<file path="src/rtl/alu_pkg.sv">
// alu_pkg: operation codes, ALUOp constants and FSM state type shared by
// the execution unit and the decoder (also used by the hazard unit).
// Optional feature macro: ALU_FAST_SHIFT_EN (single-cycle barrel shifter).
package alu_pkg;

  localparam logic [3:0] OP_AND  = 4'b0000;
  localparam logic [3:0] OP_OR   = 4'b0001;
  localparam logic [3:0] OP_ADD  = 4'b0010;
  localparam logic [3:0] OP_XOR  = 4'b0011;
  localparam logic [3:0] OP_SLL  = 4'b0100;
  localparam logic [3:0] OP_SRL  = 4'b0101;
  localparam logic [3:0] OP_SUB  = 4'b0110;
  localparam logic [3:0] OP_SLT  = 4'b0111;
  localparam logic [3:0] OP_SRA  = 4'b1000;
  localparam logic [3:0] OP_SLTU = 4'b1001;

  localparam logic [1:0] ALUOP_ADD   = 2'b00;
  localparam logic [1:0] ALUOP_SUB   = 2'b01;
  localparam logic [1:0] ALUOP_RTYPE = 2'b10;
  localparam logic [1:0] ALUOP_ITYPE = 2'b11;

`ifdef ALU_FAST_SHIFT_EN
  typedef enum logic [1:0] {IDLE = 2'd0, HOLD = 2'd2} alu_state_t;
`else
  typedef enum logic [1:0] {IDLE = 2'd0, SHIFT = 2'd1, HOLD = 2'd2} alu_state_t;
`endif

  function automatic logic is_shift(input logic [3:0] op);
    return (op == OP_SLL) || (op == OP_SRL) || (op == OP_SRA);
  endfunction

endpackage

</file>
<file path="src/rtl/alu_decode.sv">
// alu_decode: combinational {ALUOp, Funct} -> {Operation, illegal}.
// Undefined encodings decode to ADD with illegal raised.
module alu_decode
  import alu_pkg::*;
(
  input  logic [1:0] ALUOp,
  input  logic [3:0] Funct,
  output logic [3:0] Operation,
  output logic       illegal
);

  // Map the ALUOp class and {funct7[5], funct3} onto an operation code
  always_comb begin
    Operation = OP_ADD;
    illegal   = 1'b0;
    case (ALUOp)
      ALUOP_ADD: Operation = OP_ADD;
      ALUOP_SUB: Operation = OP_SUB;
      ALUOP_RTYPE: begin
        case (Funct)
          4'b0000: Operation = OP_ADD;
          4'b1000: Operation = OP_SUB;
          4'b0111: Operation = OP_AND;
          4'b0110: Operation = OP_OR;
          4'b0100: Operation = OP_XOR;
          4'b0001: Operation = OP_SLL;
          4'b0101: Operation = OP_SRL;
          4'b1101: Operation = OP_SRA;
          4'b0010: Operation = OP_SLT;
          4'b0011: Operation = OP_SLTU;
          default: illegal   = 1'b1;
        endcase
      end
      default: begin
        case (Funct[2:0])
          3'b000: Operation = OP_ADD;
          3'b001: begin
            if (Funct[3]) illegal = 1'b1;
            else          Operation = OP_SLL;
          end
          3'b010: Operation = OP_SLT;
          3'b011: Operation = OP_SLTU;
          3'b100: Operation = OP_XOR;
          3'b101: Operation = Funct[3] ? OP_SRA : OP_SRL;
          3'b110: Operation = OP_OR;
          default: Operation = OP_AND;
        endcase
      end
    endcase
  end

endmodule

</file>
<file path="src/rtl/alu_exec_unit.sv">
// alu_exec_unit: handshaked RV32I execution unit with registered result.
// Shifts run one bit per cycle unless ALU_FAST_SHIFT_EN is defined, in which
// case a barrel shifter gives every operation single-cycle latency.
module alu_exec_unit
  import alu_pkg::*;
#(
  parameter  int WIDTH = 32,
  localparam int SHW   = $clog2(WIDTH)
) (
  input  logic             clk,
  input  logic             reset_n,
  input  logic [1:0]       ALUOp,
  input  logic [3:0]       Funct,
  input  logic [WIDTH-1:0] a,
  input  logic [WIDTH-1:0] b,
  input  logic             in_valid,
  output logic             in_ready,
  output logic [WIDTH-1:0] result,
  output logic             zero,
  output logic             illegal,
  output logic [3:0]       Operation,
  output logic             out_valid,
  input  logic             out_ready
);

  alu_state_t       state, state_n;
  logic [3:0]       dec_op, op_q, op_d;
  logic             dec_ill, ill_q, ill_d;
  logic [WIDTH-1:0] alu_res, res_q, res_d;
  logic [SHW-1:0]   shamt;
`ifndef ALU_FAST_SHIFT_EN
  logic [SHW-1:0]   cnt_q, cnt_d;
  logic [WIDTH-1:0] shift_step;
`endif

  alu_decode u_decode (
    .ALUOp     (ALUOp),
    .Funct     (Funct),
    .Operation (dec_op),
    .illegal   (dec_ill)
  );

  assign shamt     = b[SHW-1:0];
  assign result    = res_q;
  assign zero      = (res_q == '0);
  assign Operation = op_q;
  assign illegal   = ill_q;

  // Single-cycle result of the freshly decoded request
  always_comb begin
    alu_res = a + b;
    case (dec_op)
      OP_AND:  alu_res = a & b;
      OP_OR:   alu_res = a | b;
      OP_XOR:  alu_res = a ^ b;
      OP_SUB:  alu_res = a - b;
      OP_SLT:  alu_res = {{(WIDTH-1){1'b0}}, ($signed(a) < $signed(b))};
      OP_SLTU: alu_res = {{(WIDTH-1){1'b0}}, (a < b)};
`ifdef ALU_FAST_SHIFT_EN
      OP_SLL:  alu_res = a << shamt;
      OP_SRL:  alu_res = a >> shamt;
      OP_SRA:  alu_res = $signed(a) >>> shamt;
`else
      OP_SLL, OP_SRL, OP_SRA: alu_res = a;
`endif
      default: alu_res = a + b;
    endcase
  end

`ifndef ALU_FAST_SHIFT_EN
  // One-bit step of the iterative shifter, direction taken from the held op
  always_comb begin
    case (op_q)
      OP_SLL:  shift_step = res_q << 1;
      OP_SRL:  shift_step = res_q >> 1;
      default: shift_step = {res_q[WIDTH-1], res_q[WIDTH-1:1]};
    endcase
  end
`endif

  // Next state, handshake outputs and next datapath values
  always_comb begin
    state_n   = state;
    in_ready  = 1'b0;
    out_valid = 1'b0;
    res_d     = res_q;
    op_d      = op_q;
    ill_d     = ill_q;
`ifndef ALU_FAST_SHIFT_EN
    cnt_d     = cnt_q;
`endif
    case (state)
      IDLE: in_ready = 1'b1;
`ifndef ALU_FAST_SHIFT_EN
      SHIFT: begin
        res_d = shift_step;
        cnt_d = cnt_q - SHW'(1);
        if (cnt_q == SHW'(1)) state_n = HOLD;
      end
`endif
      HOLD: begin
        out_valid = 1'b1;
        in_ready  = out_ready;
        if (out_ready) state_n = IDLE;
      end
      default: state_n = IDLE;
    endcase
    if (in_valid && in_ready) begin
      op_d    = dec_op;
      ill_d   = dec_ill;
      res_d   = alu_res;
      state_n = HOLD;
`ifndef ALU_FAST_SHIFT_EN
      if (is_shift(dec_op) && (shamt != '0)) begin
        cnt_d   = shamt;
        state_n = SHIFT;
      end
`endif
    end
  end

  // State register; reset discards any in-flight operation
  always_ff @(posedge clk) begin
    if (!reset_n) state <= IDLE;
    else          state <= state_n;
  end

  // Result, operation, illegal flag and shift counter registers
  always_ff @(posedge clk) begin
    if (!reset_n) begin
      res_q <= '0;
      op_q  <= OP_ADD;
      ill_q <= 1'b0;
`ifndef ALU_FAST_SHIFT_EN
      cnt_q <= '0;
`endif
    end else begin
      res_q <= res_d;
      op_q  <= op_d;
      ill_q <= ill_d;
`ifndef ALU_FAST_SHIFT_EN
      cnt_q <= cnt_d;
`endif
    end
  end

endmodule

</file>
<file path="config.mk">
export PLATFORM = sky130hd
export DESIGN_NAME = alu_exec_unit
export DESIGN_NICKNAME = d
export VERILOG_FILES = /design/src/rtl/alu_pkg.sv /design/src/rtl/alu_decode.sv /design/src/rtl/alu_exec_unit.sv
export SDC_FILE = /design/constraint.sdc
export NUM_CORES = 1
export LEC_CHECK = 0
export ABC_AREA = 1
export CORE_MARGIN = 2
export CORE_UTILIZATION = 53
export DETAILED_ROUTE_END_ITERATION = 10
export GPL_TIMING_DRIVEN = 1
export PLACE_DENSITY_LB_ADDON = 0.1
export RECOVER_POWER = 50
export SYNTH_ARGS = -nofsm -noshare
export SYNTH_HDL_FRONTEND = slang
export SYNTH_SLANG_ARGS = --single-unit
</file>
<file path="constraint.sdc">
create_clock -name clk -period 4.1 [get_ports clk]
set_input_delay 0.41 -clock clk [delete_from_list [all_inputs] [get_ports clk]]
set_output_delay 0.41 -clock clk [all_outputs]
set_load 0.01 [all_outputs]
</file>
==> metrics <==
slowest stage delay, CP=0.58 ns; DPL Wire Length=27600 µm; CTS tree=built; final setup fails=0; final design area excluding fillers=0.0103 mm²; TNS Setup=0 ns; most frequent CP cell=nand2_1; WS Path Type=in2reg; Post-CTS Setup Bufs=0; PostCTS Resize Cnt=0; nets@finish=around 1900; post-detailed-route count of antenna-violating nets=0; Netlist Area Pre-Place=0.00895 mm²; Core Region=0.0165 mm²; LEAKAGE=~5.1 nW; GPL Wtd Cong=1.15; vias per inst=slightly below 6; n_diodes=0; Post-synth EDFFs=0; number of port buffers=between 100 and 150; Synth area leaders=nand2_1 17%, ha_1 14%, inv_1 11%, dfxtp_1 9.8%, a21oi_1 9.7%; Post-Synthesis Cells=1645; DRT iter0 DRCs=approximately 1300; top_reg_cell synth=dfxtp_1; full die area=about 0.018 mm²; worst-path cell chain=clkdlybuf4s50_1, ha_1, inv_1, fa_1, nand2_1, nand3_1, and2_1, nand2_1, nand3_1, nand2_1, nand2_1, nand2_1, nand2_1, a21oi_1, nand3_1, nand2_1, a21oi_1; die width=roughly 130 µm; Max Slew Vio Count=0; status=finished clean; WP data required=between 4 and 5 ns; Die Y=approximately 130 µm; I/O Pins=around 110; slew margin rel.=22.2%; global router's overall resource usage=between 30% and 40%; worst-path maximum fanout=5; sequential share of the synthesized area=9.84%; Max Root-Sink Buffers=2; commonest non-fill, non-tap cell in the layout=nand2_1; Post-Syn Nets=1819; Top delay family on crit path=simple AND/OR/NAND/NOR gates; via count=11200; cell taking the most area after synthesis=nand2_1; share of layout cells above drive strength 1=3.57%; Routed wire per std cell=17.7 µm; DRC errors left=0; CP max stage cell=clkdlybuf4s50_1; RSZ-0062 raised after global routing=false; H-tree lvl count=2; Clk Latency, worst-skew pair=0.29 ns; overall power=around 2.4 mW; PwrDens=~240 mW/mm²; Tightest Pin Transition=1.17 ns; crit path DAT=about 3.4 ns; Synth Warn #=0; max-cap violation count=0; Clock transition at path regs=0.07 ns; TritonRoute pass-1 iters=6; largest net degree at the start of global routing=35; CTS Buf Count=5; post-synthesis area per instance=5.44 µm²; cts hold-fix bufs=0; number of global-route vias before repair=10000; fin crit share=between 70% and 80%; aggregate global routing overflow=0; r2r setup slk=1.38 ns; first-pass GRT wire length=53100 µm; clk root buf=clkbuf_16; total wire length=34200 µm; area of placed instances=0.0101 mm²; kind of end point of the critical path=flop; synth unique cells=between 50 and 60; Rows=47; peak supply drop=0.429 mV; Hold Path Class=reg2reg; Initial Util=between 50% and 60%; WP buf/inv=2; Period minus WS final=around 3.2 ns; clk_skew=0.00315 ns; number of synthesized register bits=44; fmax=about 310 MHz; final hold vios=0; clock sinks=44; initial antenna violation count=0; commonest non-fill, non-tap cells in the layout=404 x nand2_1, 254 x inv_1, 212 x nor2_1, 174 x a21oi_1, 118 x nand3_1; Post-synth ARST share=0%; post-synth top area share=16.9%; Startpoint Class=input port; number of fill cells=1707; worst hold slack=0.510 ns; Layout area overhead=14.8%
[routing by layer]
metal | vias to the layer above | routed length [µm] | part of all wire (%) | track usage, %
li1 | 5398 | - | - | -
met1 | 5103 | 14500 | 42 | 51.7
met2 | 656 | 14800 | 43 | 59.3
met3 | 79 | 3670 | 11 | 4.80
met4 | 0 | 1220 | 3.6 | 14.0
met5 | - | 0 | 0 | 0
[worst paths after layout]
| check | startpoint | endpoint | depth (start not counted) |
|---|---|---|---|
| hold / removal | cnt_q[2] | cnt_q[2] | 2 |
| setup reg to reg | state[1] | illegal | 9 |
| hold reg to reg | cnt_q[2] | cnt_q[2] | 2 |
| setup / recovery | b[0] | result[20] | 17 |
[worst reg2reg max path: stages (launching register included)]
cell and delay, ns:
dfxtp_1 0.32, inv_1 0.07, nor2_1 0.06, nor2_1 0.11
nand2_1 0.09, buf_4 0.21, inv_1 0.29, clkbuf_1 0.90
o21ai_0 0.27, o221a_2 0.30
[logic make-up (layout without fill, tap and decap cells)]
logic type / count (synthesis) / after routing / share of synthesized area (%)
AO/OA/AOI/OAI: 318 / 318 / 19.4
flip-flops: 44 / 44 / 9.84
XOR/XNOR: 22 / 22 / 2.15
adder cells (fa/ha/maj): 100 / 100 / 14.1
buffers and inverters: 332 / 398 / 14.9
AND/OR/NAND/NOR: 829 / 829 / 39.6
[stage by stage]
stage / util (%) / setup slack, ns / instances
4_1_cts: 62.2 / 1.07 / 1931
3_3_place_gp: 61.1 / 0.799 / 1923
3_5_place_dp: 61.1 / 0.780 / 1923
2_1_floorplan: - / 1.91 / 1645
5_1_grt: 62.2 / 0.696 / 1931
6_report: 62.2 / 0.921 / 1931
[cell usage after synthesis, types with 10 or more instances]
| cell type | number |
|---|---|
| nand2_1 | 404 |
| inv_1 | 254 |
| nor2_1 | 213 |
| a21oi_1 | 174 |
| nand3_1 | 118 |
| ha_1 | 98 |
| o21ai_0 | 71 |
| dfxtp_1 | 44 |
| clkbuf_1 | 29 |
| nand4_1 | 25 |
| buf_2 | 21 |
| nor3_1 | 21 |
| xor2_1 | 19 |
| o21bai_1 | 15 |
| o22ai_1 | 13 |
| a31oi_1 | 11 |
| o21ai_1 | 11 |
| inv_2 | 10 |
[state kept, by name, summed over array words and instances (netlist names)]
register   cells
Operation      4
result        32
state          2
illegal        1
cnt_q          5
[power by group]
group	internal [mW]	switching (mW)	leakage, nW
combinational	0.483	0.943	4.66
clock	0.306	0.182	0.0871
sequential	0.477	0.0407	0.361
total	1.27	1.17	5.11
[area by class of cell]
class	count	area, µm²	area share (%)
flip-flops and latches	44	881	8.57
inverters	267	1000	9.75
well taps	220	275	2.68
clock buffers	6	139	1.35
clock inverters	2	38.8	0.377
multi-input cells	1269	6740	65.6
repair buffers	123	1200	11.7
(Power assumes the default switching activity.)
